File: src/rtl/ht_tx_pkg.sv
`default_nettype none
// ============================================================================
//  Package     : ht_tx_pkg
//  Description : Shared definitions for the HT preamble scheduler: scheduler
//                state encoding, default timing constants, counter width and
//                small helpers used by the scheduler and its I/Q negator.
//  Revision    : 1.0 - initial release
// ============================================================================
package ht_tx_pkg;

    // Default timing: samples per STF/LTF symbol, generator load time
    // (64 coefficient loads plus IFFT latency) and start handshake timeout.
    localparam int c_sym_len_def       = 80;
    localparam int c_load_cyc_def      = 96;
    localparam int c_start_timeout_def = 15;

    // Shared cycle counter width; wide enough for any of the above.
    localparam int c_cnt_w = 16;

    // Highest legal HT-LTF count.
    localparam logic [2:0] c_max_ltf = 3'd4;

    typedef enum logic [2:0] {
        ST_IDLE     = 3'd0,
        ST_LOAD     = 3'd1,
        ST_STF_REQ  = 3'd2,
        ST_STF_OUT  = 3'd3,
        ST_LTF_LOAD = 3'd4,
        ST_LTF_REQ  = 3'd5,
        ST_LTF_OUT  = 3'd6,
        ST_FLUSH    = 3'd7
    } ht_state_e;

    // A transmission is only accepted for 1..4 HT-LTFs.
    function automatic logic nltf_ok(input logic [2:0] n);
        return (n != 3'd0) && (n <= c_max_ltf);
    endfunction

    // Two's-complement negation with the single overflow case (-32768)
    // clamped to +32767.
    function automatic logic [15:0] neg_sat16(input logic [15:0] x);
        return (x == 16'h8000) ? 16'h7FFF : (~x + 16'd1);
    endfunction

endpackage
`default_nettype wire

File: src/rtl/ht_iq_negsat.sv
`default_nettype none
// ============================================================================
//  Module      : ht_iq_negsat
//  Description : Combinational saturating negator for a packed complex
//                sample {I[31:16], Q[15:0]}; both halves are negated
//                independently, -32768 maps to +32767.
//  Ports       : i_iq  in  32  packed I/Q sample
//                o_iq  out 32  negated, saturated I/Q sample
//  Revision    : 1.0 - initial release
// ============================================================================
module ht_iq_negsat
    import ht_tx_pkg::*;
(
    input  logic [31:0] i_iq,
    output logic [31:0] o_iq
);

    assign o_iq = {neg_sat16(i_iq[31:16]), neg_sat16(i_iq[15:0])};

endmodule
`default_nettype wire

File: src/rtl/ht_preamble_sched.sv
`default_nettype none
// ============================================================================
//  Module      : ht_preamble_sched
//  Description : Sequences the HT preamble: arms STF and LTF generators,
//                waits for their load time, requests output, forwards one
//                STF symbol followed by n_ltf HT-LTF symbols (P-row polarity
//                applied to LTF 2), and cleans up via a generator reset on
//                abort or start timeout.
//  Ports       : clk, rstn                 clock, async active-low reset
//                tx_start, tx_abort, n_ltf arm pulse, cancel, LTF count 1..4
//                obf_stf_in, obf_ltf_in    coefficients sampled on start
//                stf_obf, ltf_obf          latched coefficients to generators
//                stf_* / ltf_*             generator letsgo/give/started/data
//                gen_reset                 sync reset to both generators
//                ht_sample/valid/sym       registered output stream
//                busy, done, err           status
//  Revision    : 1.0 - initial release
// ============================================================================
module ht_preamble_sched
    import ht_tx_pkg::*;
#(
    parameter int LOAD_CYC      = c_load_cyc_def,
    parameter int START_TIMEOUT = c_start_timeout_def,
    parameter int SYM_LEN       = c_sym_len_def
) (
    input  logic         clk,
    input  logic         rstn,
    input  logic         tx_start,
    input  logic         tx_abort,
    input  logic [2:0]   n_ltf,
    input  logic [127:0] obf_stf_in,
    input  logic [127:0] obf_ltf_in,
    output logic [127:0] stf_obf,
    output logic [127:0] ltf_obf,
    output logic         stf_letsgo,
    output logic         stf_give,
    input  logic         stf_started,
    input  logic [31:0]  stf_sample,
    output logic         ltf_letsgo,
    output logic         ltf_give,
    input  logic         ltf_started,
    input  logic [31:0]  ltf_sample,
    output logic         gen_reset,
    output logic [31:0]  ht_sample,
    output logic         ht_valid,
    output logic [2:0]   ht_sym,
    output logic         busy,
    output logic         done,
    output logic         err
);

    // ------------------------------------------------------------------
    // Registered state
    // ------------------------------------------------------------------
    ht_state_e            r_state;
    logic [c_cnt_w-1:0]   r_cnt;
    logic [2:0]           r_k;
    logic [2:0]           r_nltf;
    logic [127:0]         r_stf_obf;
    logic [127:0]         r_ltf_obf;
    logic                 r_stf_letsgo;
    logic                 r_ltf_letsgo;
    logic                 r_stf_give;
    logic                 r_ltf_give;
    logic                 r_gen_reset;
    logic                 r_boot;
    logic [31:0]          r_ht_sample;
    logic                 r_ht_valid;
    logic [2:0]           r_ht_sym;
    logic                 r_done;
    logic                 r_err;

    // ------------------------------------------------------------------
    // Next-state values
    // ------------------------------------------------------------------
    ht_state_e            w_state;
    logic [c_cnt_w-1:0]   w_cnt;
    logic [2:0]           w_k;
    logic [2:0]           w_nltf;
    logic                 w_latch;
    logic                 w_stf_letsgo;
    logic                 w_ltf_letsgo;
    logic                 w_stf_give;
    logic                 w_ltf_give;
    logic                 w_gen_reset;
    logic [31:0]          w_sample;
    logic                 w_valid;
    logic [2:0]           w_sym;
    logic                 w_done;
    logic                 w_err;

    logic                 w_load_end;
    logic                 w_sym_end;
    logic                 w_timeout;
    logic                 w_abort;
    logic [31:0]          w_ltf_neg;
    logic [31:0]          w_ltf_data;

    assign w_load_end = (r_cnt == c_cnt_w'(LOAD_CYC - 1));
    assign w_sym_end  = (r_cnt == c_cnt_w'(SYM_LEN - 1));
    assign w_timeout  = (r_cnt == c_cnt_w'(START_TIMEOUT));
    // FLUSH is already the cleanup path, so a further abort there is moot.
    assign w_abort    = tx_abort && (r_state != ST_IDLE) && (r_state != ST_FLUSH);

    ht_iq_negsat u_negsat (
        .i_iq (ltf_sample),
        .o_iq (w_ltf_neg)
    );

    // Second P-matrix row: LTF 2 carries inverted polarity.
    assign w_ltf_data = (r_k == 3'd2) ? w_ltf_neg : ltf_sample;

    // ------------------------------------------------------------------
    // Next-state and output decode
    // ------------------------------------------------------------------
    always_comb begin
        w_state      = r_state;
        w_cnt        = r_cnt;
        w_k          = r_k;
        w_nltf       = r_nltf;
        w_latch      = 1'b0;
        w_stf_letsgo = 1'b0;
        w_ltf_letsgo = 1'b0;
        w_stf_give   = 1'b0;
        w_ltf_give   = 1'b0;
        w_gen_reset  = 1'b0;
        w_sample     = r_ht_sample;
        w_valid      = 1'b0;
        w_sym        = r_ht_sym;
        w_done       = 1'b0;
        w_err        = 1'b0;

        case (r_state)
            ST_IDLE: begin
                if (tx_start) begin
                    if (nltf_ok(n_ltf)) begin
                        w_latch      = 1'b1;
                        w_nltf       = n_ltf;
                        w_k          = 3'd0;
                        w_stf_letsgo = 1'b1;
                        w_ltf_letsgo = 1'b1;
                        w_cnt        = '0;
                        w_state      = ST_LOAD;
                    end else begin
                        w_err = 1'b1;
                    end
                end
            end

            ST_LOAD, ST_LTF_LOAD: begin
                if (w_load_end) begin
                    w_cnt = '0;
                    if (r_state == ST_LOAD) begin
                        w_stf_give = 1'b1;
                        w_state    = ST_STF_REQ;
                    end else begin
                        w_ltf_give = 1'b1;
                        w_state    = ST_LTF_REQ;
                    end
                end else begin
                    w_cnt = r_cnt + 1'b1;
                end
            end

            // The cycle in which started first rises already carries
            // sample 0, so it is captured here rather than in *_OUT.
            ST_STF_REQ: begin
                if (stf_started) begin
                    w_sample = stf_sample;
                    w_valid  = 1'b1;
                    w_sym    = 3'd0;
                    w_cnt    = c_cnt_w'(1);
                    w_state  = ST_STF_OUT;
                end else if (w_timeout) begin
                    w_err   = 1'b1;
                    w_cnt   = '0;
                    w_state = ST_FLUSH;
                end else begin
                    w_cnt = r_cnt + 1'b1;
                end
            end

            ST_STF_OUT: begin
                w_sample = stf_sample;
                w_valid  = 1'b1;
                w_sym    = 3'd0;
                if (w_sym_end) begin
                    // LTF generator was armed together with STF.
                    w_k        = 3'd1;
                    w_cnt      = '0;
                    w_ltf_give = 1'b1;
                    w_state    = ST_LTF_REQ;
                end else begin
                    w_cnt = r_cnt + 1'b1;
                end
            end

            ST_LTF_REQ: begin
                if (ltf_started) begin
                    w_sample = w_ltf_data;
                    w_valid  = 1'b1;
                    w_sym    = r_k;
                    w_cnt    = c_cnt_w'(1);
                    w_state  = ST_LTF_OUT;
                end else if (w_timeout) begin
                    w_err   = 1'b1;
                    w_cnt   = '0;
                    w_state = ST_FLUSH;
                end else begin
                    w_cnt = r_cnt + 1'b1;
                end
            end

            ST_LTF_OUT: begin
                w_sample = w_ltf_data;
                w_valid  = 1'b1;
                w_sym    = r_k;
                if (w_sym_end) begin
                    w_cnt = '0;
                    if (r_k < r_nltf) begin
                        w_k          = r_k + 3'd1;
                        w_ltf_letsgo = 1'b1;
                        w_state      = ST_LTF_LOAD;
                    end else begin
                        w_done  = 1'b1;
                        w_state = ST_IDLE;
                    end
                end else begin
                    w_cnt = r_cnt + 1'b1;
                end
            end

            ST_FLUSH: begin
                if (r_cnt == c_cnt_w'(1)) begin
                    w_cnt   = '0;
                    w_state = ST_IDLE;
                end else begin
                    w_cnt = r_cnt + 1'b1;
                end
            end

            default: begin
                w_cnt   = '0;
                w_state = ST_IDLE;
            end
        endcase

        // Abort overrides every other outcome of this cycle.
        if (w_abort) begin
            w_state      = ST_FLUSH;
            w_cnt        = '0;
            w_valid      = 1'b0;
            w_stf_give   = 1'b0;
            w_ltf_give   = 1'b0;
            w_ltf_letsgo = 1'b0;
            w_done       = 1'b0;
            w_err        = 1'b0;
        end

        // Generators stay in reset through the first cycle after rstn
        // release (r_boot still low) and for the whole of FLUSH.
        w_gen_reset = (w_state == ST_FLUSH) || !r_boot;
    end

    // ------------------------------------------------------------------
    // State register
    // ------------------------------------------------------------------
    always_ff @(posedge clk or negedge rstn) begin
        if (!rstn) begin
            r_state <= ST_IDLE;
        end else begin
            r_state <= w_state;
        end
    end

    // ------------------------------------------------------------------
    // Counters, latched configuration and registered outputs
    // ------------------------------------------------------------------
    always_ff @(posedge clk or negedge rstn) begin
        if (!rstn) begin
            r_cnt        <= '0;
            r_k          <= 3'd0;
            r_nltf       <= 3'd0;
            r_stf_obf    <= '0;
            r_ltf_obf    <= '0;
            r_stf_letsgo <= 1'b0;
            r_ltf_letsgo <= 1'b0;
            r_stf_give   <= 1'b0;
            r_ltf_give   <= 1'b0;
            r_gen_reset  <= 1'b1;
            r_boot       <= 1'b0;
            r_ht_sample  <= '0;
            r_ht_valid   <= 1'b0;
            r_ht_sym     <= 3'd0;
            r_done       <= 1'b0;
            r_err        <= 1'b0;
        end else begin
            r_cnt        <= w_cnt;
            r_k          <= w_k;
            r_nltf       <= w_nltf;
            if (w_latch) begin
                r_stf_obf <= obf_stf_in;
                r_ltf_obf <= obf_ltf_in;
            end
            r_stf_letsgo <= w_stf_letsgo;
            r_ltf_letsgo <= w_ltf_letsgo;
            r_stf_give   <= w_stf_give;
            r_ltf_give   <= w_ltf_give;
            r_gen_reset  <= w_gen_reset;
            r_boot       <= 1'b1;
            r_ht_sample  <= w_sample;
            r_ht_valid   <= w_valid;
            r_ht_sym     <= w_sym;
            r_done       <= w_done;
            r_err        <= w_err;
        end
    end

    assign stf_obf    = r_stf_obf;
    assign ltf_obf    = r_ltf_obf;
    assign stf_letsgo = r_stf_letsgo;
    assign ltf_letsgo = r_ltf_letsgo;
    assign stf_give   = r_stf_give;
    assign ltf_give   = r_ltf_give;
    assign gen_reset  = r_gen_reset;
    assign ht_sample  = r_ht_sample;
    assign ht_valid   = r_ht_valid;
    assign ht_sym     = r_ht_sym;
    assign busy       = (r_state != ST_IDLE);
    assign done       = r_done;
    assign err        = r_err;

endmodule
`default_nettype wire

File: config.mk
export PLATFORM = sky130hd
export DESIGN_NAME = ht_preamble_sched
export DESIGN_NICKNAME = d
export VERILOG_FILES = /design/src/rtl/ht_tx_pkg.sv /design/src/rtl/ht_iq_negsat.sv /design/src/rtl/ht_preamble_sched.sv
export SDC_FILE = /design/constraint.sdc
export NUM_CORES = 1
export LEC_CHECK = 0
export BUFFER_PORTS_ARGS = -buffer_cell sky130_fd_sc_hd__buf_2
export CAP_MARGIN = 25
export CORE_AREA = 2 2 245 247
export DETAILED_ROUTE_END_ITERATION = 16
export DIE_AREA = 0 0 247 249
export PLACE_DENSITY_LB_ADDON = 0.12
export SETUP_SLACK_MARGIN = 0.1
export SYNTH_ARGS = -nofsm -noshare
export SYNTH_HDL_FRONTEND = slang
export SYNTH_SLANG_ARGS = --single-unit
File: constraint.sdc
create_clock -name clk -period 2.3 [get_ports clk]
set_clock_uncertainty 0.2 [all_clocks]
set_input_delay 0.115 -clock clk [delete_from_list [all_inputs] [get_ports clk]]
set_output_delay 0.115 -clock clk [all_outputs]
set_load 0.1 [all_outputs]
==> results of run 1 <==
-- worst register-to-register path: cells and delay by family, from the launching register on --
| kind | cells | cell delay (ps) |
|---|---|---|
| buffers and inverters | 1 | 180 |
| DFF | 1 | 380 |
| and+or+nand+nor | 2 | 950 |
| AOI/OAI and AO/OA | 4 | 720 |
-- state kept, by name, indices dropped and copies added (netlist names) --
signal / count
ltf_give: 1
stf_give: 1
ltf_letsgo: 1
gen_reset: 1
r_state: 3
ltf_obf: 128
r_nltf: 3
err: 1
stf_obf: 128
done: 1
ht_valid: 1
r_boot: 1
r_k: 3
r_cnt: 16
stf_letsgo: 1
ht_sample: 32
ht_sym: 3
-- cells in the mapped netlist (4+ instances only) --
cell	instances	share of area, %
nor3_1	19	0.68
and3_1	9	0.40
nand2_1	836	23
o31ai_1	7	0.38
and4_1	4	0.25
o21ai_0	57	2.0
xnor2_1	19	1.2
a31oi_1	7	0.31
a21oi_1	28	1.0
and2_1	6	0.27
nand2b_1	5	0.22
nand3_1	19	0.68
nor2_1	44	1.2
clkbuf_1	77	2.1
nor2b_1	10	0.45
ha_1	8	0.72
buf_1	6	0.16
xor2_1	10	0.63
a21o_1	7	0.38
inv_1	18	0.48
o22ai_1	18	0.81
nor4_1	12	0.54
dfrtp_1	324	58
nand4_1	7	0.31
a211oi_1	9	0.48
o21a_1	5	0.27
-- kinds of logic after synthesis --
logic type / after synthesis / share of synthesized area (%)
fa+ha+maj: 8 / 0.718
xor+xnor: 29 / 1.82
mux: 3 / 0.216
flops: 325 / 58.4
other cells: 1 / 0.0269
simple gates: 987 / 28.6
buf+inv: 105 / 2.90
compound gates: 161 / 7.35
-- cell usage in the layout, fill, tap and decap left out, types with 4 or more instances in the layout --
cell           instances
o21ai_1                5
buf_2                626
ha_1                   7
clkinv_2               9
nor3_1                18
nand4_1                7
nor4_1                10
clkbuf_8               8
a31oi_1                7
buf_6                 14
inv_1                 17
dlygate4sd3_1        330
dfrtp_1              322
o21ai_0               52
nand2_1              834
o31ai_1                6
clkbuf_1               9
xnor2_1               18
a21oi_1               21
o22ai_1               18
buf_4                111
a211oi_2               4
a21o_1                 7
nand3_1               15
nand2b_1               4
a211oi_1               5
clkbuf_16             41
o21a_1                 4
and3_1                 6
xor2_1                10
and2_1                 6
nor2b_1                7
a21oi_4                4
buf_12                16
nor2_1                43
-- stage by stage --
step                      utilization (%)  hold WS (ps)
after floorplan                         -          -381
after global placement               32.2         -61.6
after detailed placement             32.2         -62.1
after CTS                            40.5          39.6
after global routing                 40.9          74.6
final                                40.9          83.8
-- routing by layer --
metal / track usage [%] / wire (um) / up-vias
met3: 3.77 / 3280 / 122
met2: 30.4 / 27800 / 461
met5: 0 / 0 / -
met4: 7.61 / 2340 / 0
met1: 21.5 / 23300 / 6965
li1: - / - / 7297
-- cell type report --
class / instances / area [um2]
fillers: 5903 / 34700
inverters: 19 / 87.6
multi-input cells: 1189 / 5680
clock buffers: 58 / 1170
clock inverters: 17 / 149
flip-flops and latches: 325 / 8140
well taps: 773 / 967
diodes: 1 / 2.50
repair buffers: 1099 / 7780
-- where the power goes --
part	switching (W)	total, W	internal [W]
Combinational	0.0169	0.0210	0.00417
Clock	0.00265	0.00634	0.00369
Sequential	0.000944	0.00845	0.00751
Total	0.0205	0.0358	0.0154
-- timing repair --
item                                    CTS  global route
gates resized for setup                  26            43
hold buffers                            330             0
pin swaps                                13            20
endpoints found under the setup margin  110            90
endpoints found under the hold margin   632             0
buffers inserted                         13            10
-- worst max path at each step --
stage	startpoint	end	slack, ps	cells after the start
finish	r_cnt[9]	r_cnt[3]	-250	7
global route	r_cnt[9]	r_cnt[6]	-330	7
CTS	r_cnt[11]	r_cnt[3]	-240	7
detailed placement	r_cnt[8]	r_cnt[9]	-280	6
global placement	r_k[0]	ht_sample[16]	-390	8
floorplan	r_cnt[8]	r_cnt[14]	-150	6
==> qor.yml, run 1 <==
status: "finished, violations left"
violations: "negative setup slack"
drc: 0
cts.clk_slew.worst_paths_ps: 60
critPathMaxFanout: 7
hold_end: "stf_obf[76]"
yosys_warnings: 0
grt_pass1_vias: 15479
io_buffers: 628
max_slew_margin_pct: 43.9
cap_violations: 0
antenna_left: 0
drive_above_1_share_pct: 32.8
post-place-ws_ps: -277
syn_area_um2: 13900
crit_required_ps: 2520
hold_class: "in2reg"
clk-insertion-delay-late_ps: 550
critPathSlowestCell: "or4_4"
power_w: 0.0358
peakVddDrop_mv: 1.13
worst_slack_ps: -254
cpPeakStageDelay_ps: 570
holdPathStages: 4
syn_nets: 1956
root_buffer: "clkbuf_16"
initial_utilization_pct: 23.7
nets: 3012
row_count: 89
die_h_um: 249
ios: 629
fin_area_um2: 24000
syn-instance-count: 1619
fin_crit_sh_pct: 111
antenna_found_initial: 1
routed_wirelength_um: 56700
routabilityCongestion: 0.837
hold_viol: 0
fin_crit_ps: 2550
core_area_um2: 58700
placedCellCount: 3058
hold_start: "obf_stf_in[76]"
via_count: 14845
rr_worst_depth: 7
setup_viol: 19
htreeDepth: 2
cts_tree: "built"
synth_edf_count: 0
synth-async-reset-ratio_pct: 100
slew_viol_final: 0
overflow: 0
crit_arrival_ps: 2780
firstDrtPassIters: 7
ys_ff_latch: 325
drt_iter0_drc: 665
r2r-start: "r_cnt[9]"
crit_type: "reg2reg"
cts_buffers: 41
cts.path.max_buffers: 3
end_kind: "flip-flop"
area_growth_pct: 72.0
r2r_end: "r_cnt[3]"
die_w_um: 247
ys_types: 61
timing.fmax_mhz: 392
grt_start_max_net_pins: 149
grt_pass1_wl_um: 86700
critPathTopFamily: "simple AND/OR/NAND/NOR gates"
fp.dieArea_um2: 61500
dp_hpwl_um: 40700
place_area_um2: 18900
crit_chain: "or4_4 > nor4_4 > a2bb2oi_4 > a31oi_4 > buf_12 > a21o_1 > a22o_1"
cts.sinks: 325
p_leak_nw: 13.0
powerDensity_nw_per_um2: 1490
stdcell_count: 3481
via_per_inst: 4.26
worstMarginPinSlew_ps: 842
seq_area_frac_synth_pct: 58.4
grt_usage_pct: 17.8
path_buf_inv: 1
grt_setup_unrepaired: "true"
postSynthAreaPerCell_um2: 8.61
synth-main-ff-cell: "dfrtp_1"
fin_setup_tns_ps: -2920
critical_path.startpoint_type: "flip-flop"
rrSetupSlack_ps: -250
routedWlPerCell_um: 16.3
Power figures use the tool's default switching activity.
==> inputs of run 2 (changes only) <==
--- a/config.mk
+++ b/config.mk
@@ -7,9 +7,9 @@
 export LEC_CHECK = 0
 export BUFFER_PORTS_ARGS = -buffer_cell sky130_fd_sc_hd__buf_2
 export CAP_MARGIN = 25
-export CORE_AREA = 2 2 245 247
+export CORE_AREA = 10 10 240 242
 export DETAILED_ROUTE_END_ITERATION = 16
-export DIE_AREA = 0 0 247 249
+export DIE_AREA = 0 0 250 252
 export PLACE_DENSITY_LB_ADDON = 0.12
 export SETUP_SLACK_MARGIN = 0.1
 export SYNTH_ARGS = -nofsm -noshare
==> run 2 against run 1 <==
  * The flow still finishes with violations (negative setup slack)
  * Maximum frequency grew 1.3%
  * Final area shrank 0.49%
  * Sequential power is essentially flat
  * Critical path depth is the same
  * Clock-buffer cell count shrank 3
  * Global-route usage grew 1.5 points
  * First-iteration DRC count grew 15%
  * Wire length grew 12%
  * Worst setup slack gained 32 ps
  * Register-to-register slack gained 30 ps
  * Core utilization grew 4.6 points
  * Critical endpoint is now r_cnt[9]
==> qor.yml, run 2 (same netlist as run 1, synthesis figures left out) <==
status: "finished, violations left"  # unchanged
violations: "negative setup slack"  # unchanged
slew_viol_final: 0  # unchanged
fin_crit_sh_pct: 110  # was 111%
max_slew_margin_pct: 41.9  # was 43.9%
place_area_um2: 18700  # was 18,900 um2
stdcell_count: 3384  # was 3,481
area_growth_pct: 71.2  # was 72.0%
ios: 629  # unchanged
worst_slack_ps: -221  # was -254 ps
end_kind: "flip-flop"  # unchanged
r2r-start: "r_cnt[8]"  # was r_cnt[9]
grt_usage_pct: 19.3  # was 17.8%
dp_hpwl_um: 46500  # was 40,700 um
cpPeakStageDelay_ps: 570  # about the same
cts.sinks: 325  # unchanged
r2r_end: "r_cnt[9]"  # was r_cnt[3]
cts.clk_slew.worst_paths_ps: 60  # about the same
drc: 0  # unchanged
crit_type: "reg2reg"  # unchanged
p_int_w: 0.0156  # was 0.0154 W
core_area_um2: 52400  # was 58,700 um2
via_count: 15083  # was 14,845
crit_arrival_ps: 2750  # was 2780 ps
cts_tree: "built"  # unchanged
placedCellCount: 2963  # was 3,058
rr_worst_depth: 7  # unchanged
die_h_um: 252  # was 249 um
hold_viol: 0  # unchanged
cap_violations: 0  # unchanged
initial_utilization_pct: 26.6  # was 23.7%
peakVddDrop_mv: 0.882  # was 1.13 mV
die_w_um: 250  # was 247 um
htreeDepth: 2  # unchanged
firstDrtPassIters: 5  # was 7
seq_area_um2: 8140  # unchanged
drt_iter0_drc: 763  # was 665
rrSetupSlack_ps: -220  # was -250 ps
via_per_inst: 4.46  # was 4.26
p_comb_share_pct: 59.0  # was 58.7%
routabilityCongestion: 0.851  # was 0.837
fp.dieArea_um2: 63000  # was 61,500 um2
crit_chain: "or4_4 > nor4_4 > a2bb2oi_4 > buf_4 > a31o_4 > nor4_1 > a221o_1"  # was or4_4 > nor4_4 > a2bb2oi_4 > a31oi_4 > buf_12 > a21o_1 > a22o_1
hold_class: "in2async"  # was in2reg
routedWlPerCell_um: 18.8  # was 16.3 um
timing.fmax_mhz: 397  # was 392 MHz
antenna_left: 0  # unchanged
critPathMaxFanout: 7  # unchanged
p_sw_w: 0.0206  # was 0.0205 W
grt_pass1_vias: 16050  # was 15,479
p_leak_nw: 13.0  # about the same
crit_required_ps: 2530  # was 2520 ps
power_w: 0.0362  # was 0.0358 W
grt_start_max_net_pins: 148  # was 149
critPathSlowestCell: "or4_4"  # unchanged
fin_area_um2: 23900  # was 24,000 um2
worstMarginPinSlew_ps: 871  # was 842 ps
cts_buffers: 39  # was 41
root_buffer: "clkbuf_16"  # unchanged
fin_crit_ps: 2520  # was 2550 ps
routed_wirelength_um: 63700  # was 56,700 um
layout_commonest_cell: "nand2_1"  # unchanged
p_sw_share_pct: 56.8  # was 57.1%
setup_viol: 17  # was 19
antenna_found_initial: 3  # was 1
overflow: 0  # unchanged
powerDensity_nw_per_um2: 1520  # was 1490 nW/um2
nets: 3003  # was 3,012
cts.path.max_buffers: 3  # unchanged
grt_pass1_wl_um: 96600  # was 86,700 um
utilization_pct: 45.5  # was 40.9%
path_buf_inv: 1  # unchanged
grt_setup_unrepaired: "true"  # unchanged
critical_path.startpoint_type: "flip-flop"  # unchanged
drive_above_1_share_pct: 32.9  # was 32.8%
fillers: 5116  # was 5,903
multi_input_area_um2: 5700  # was 5680 um2
row_count: 84  # was 89
critPathTopFamily: "simple AND/OR/NAND/NOR gates"  # unchanged
pwr-share-clk_pct: 17.6  # was 17.7%
power_frac_seq_pct: 23.4  # was 23.6%
hold_ws_ps: 51.9  # was 83.8 ps
io_buffers: 628  # unchanged
final_cell_mix: "nand2_1 (833), buf_2 (626), dlygate4sd3_1 (329)"  # was nand2_1 (834), buf_2 (626), dlygate4sd3_1 (330)
clk-insertion-delay-late_ps: 540  # was 550 ps
run 2: changes by cell type in the layout (fill, tap and decap cells not counted), sizes merged, moves of 2 or more:
cell / previous run / this run
buf: 769 / 762
bufinv: 1 / 4
clkbuf: 58 / 55
clkinv: 12 / 9
diode: 1 / 3
inv: 20 / 18
run 2: how the worst max path moves through the flow:
stage                   start       endpoint  slack (ps)  depth (start not counted)
floorplan            r_cnt[8]      r_cnt[14]        -150                          6
global placement       r_k[0]  ht_sample[18]        -370                          8
detailed placement   r_cnt[8]       r_cnt[3]        -260                          7
CTS                 r_cnt[11]      r_cnt[15]        -230                          7
global route         r_cnt[7]      r_cnt[10]        -300                          7
finish               r_cnt[8]       r_cnt[9]        -220                          7
run 2: through the flow:
step / worst slack (ps) / TNS (ps)
2_1_floorplan: -147 / -873
3_3_place_gp: -373 / -7890
3_5_place_dp: -262 / -2880
4_1_cts: -226 / -2510
5_1_grt: -305 / -4160
6_report: -221 / -2420
run 2: routing by layer:
metal	GRT usage, %	up-vias	share of wire, %
met5	0	-	0
li1	-	7291	-
met2	32.2	525	49
met4	9.26	0	4.5
met1	22.4	7121	40
met3	5.61	146	7.3
run 2: what timing repair did:
item / 4_1_cts / 5_1_grt
setup buffers: 9 / 13
hold buffers: 330 / 0
hold endpoints to repair: 636 / 0
gates cloned: 0 / 1
setup endpoints to repair: 45 / 104
gates resized for setup: 25 / 56
pin swaps: 12 / 26
run 2: power groups by stage:
stage / clock [W] / combinational, W / sequential, W
after floorplan: 0 / 0.00340 / 0.0207
after global placement: 0 / 0.0202 / 0.00851
after detailed placement: 0 / 0.0203 / 0.00855
after CTS: 0.00660 / 0.0210 / 0.00849
after global routing: 0.00682 / 0.0223 / 0.00870
final: 0.00638 / 0.0213 / 0.00848
run 2: final cells by class:
class | instances | share of cell area, %
antenna | 3 | 0.0315
clock buffer | 55 | 4.81
clock inverter | 13 | 0.703
inverter | 19 | 0.367
multi-input combinational | 1189 | 23.9
sequential | 325 | 34.1
tap | 688 | 3.61
timing repair buffer | 1091 | 32.5
timing repair inverter | 1 | 0.0367
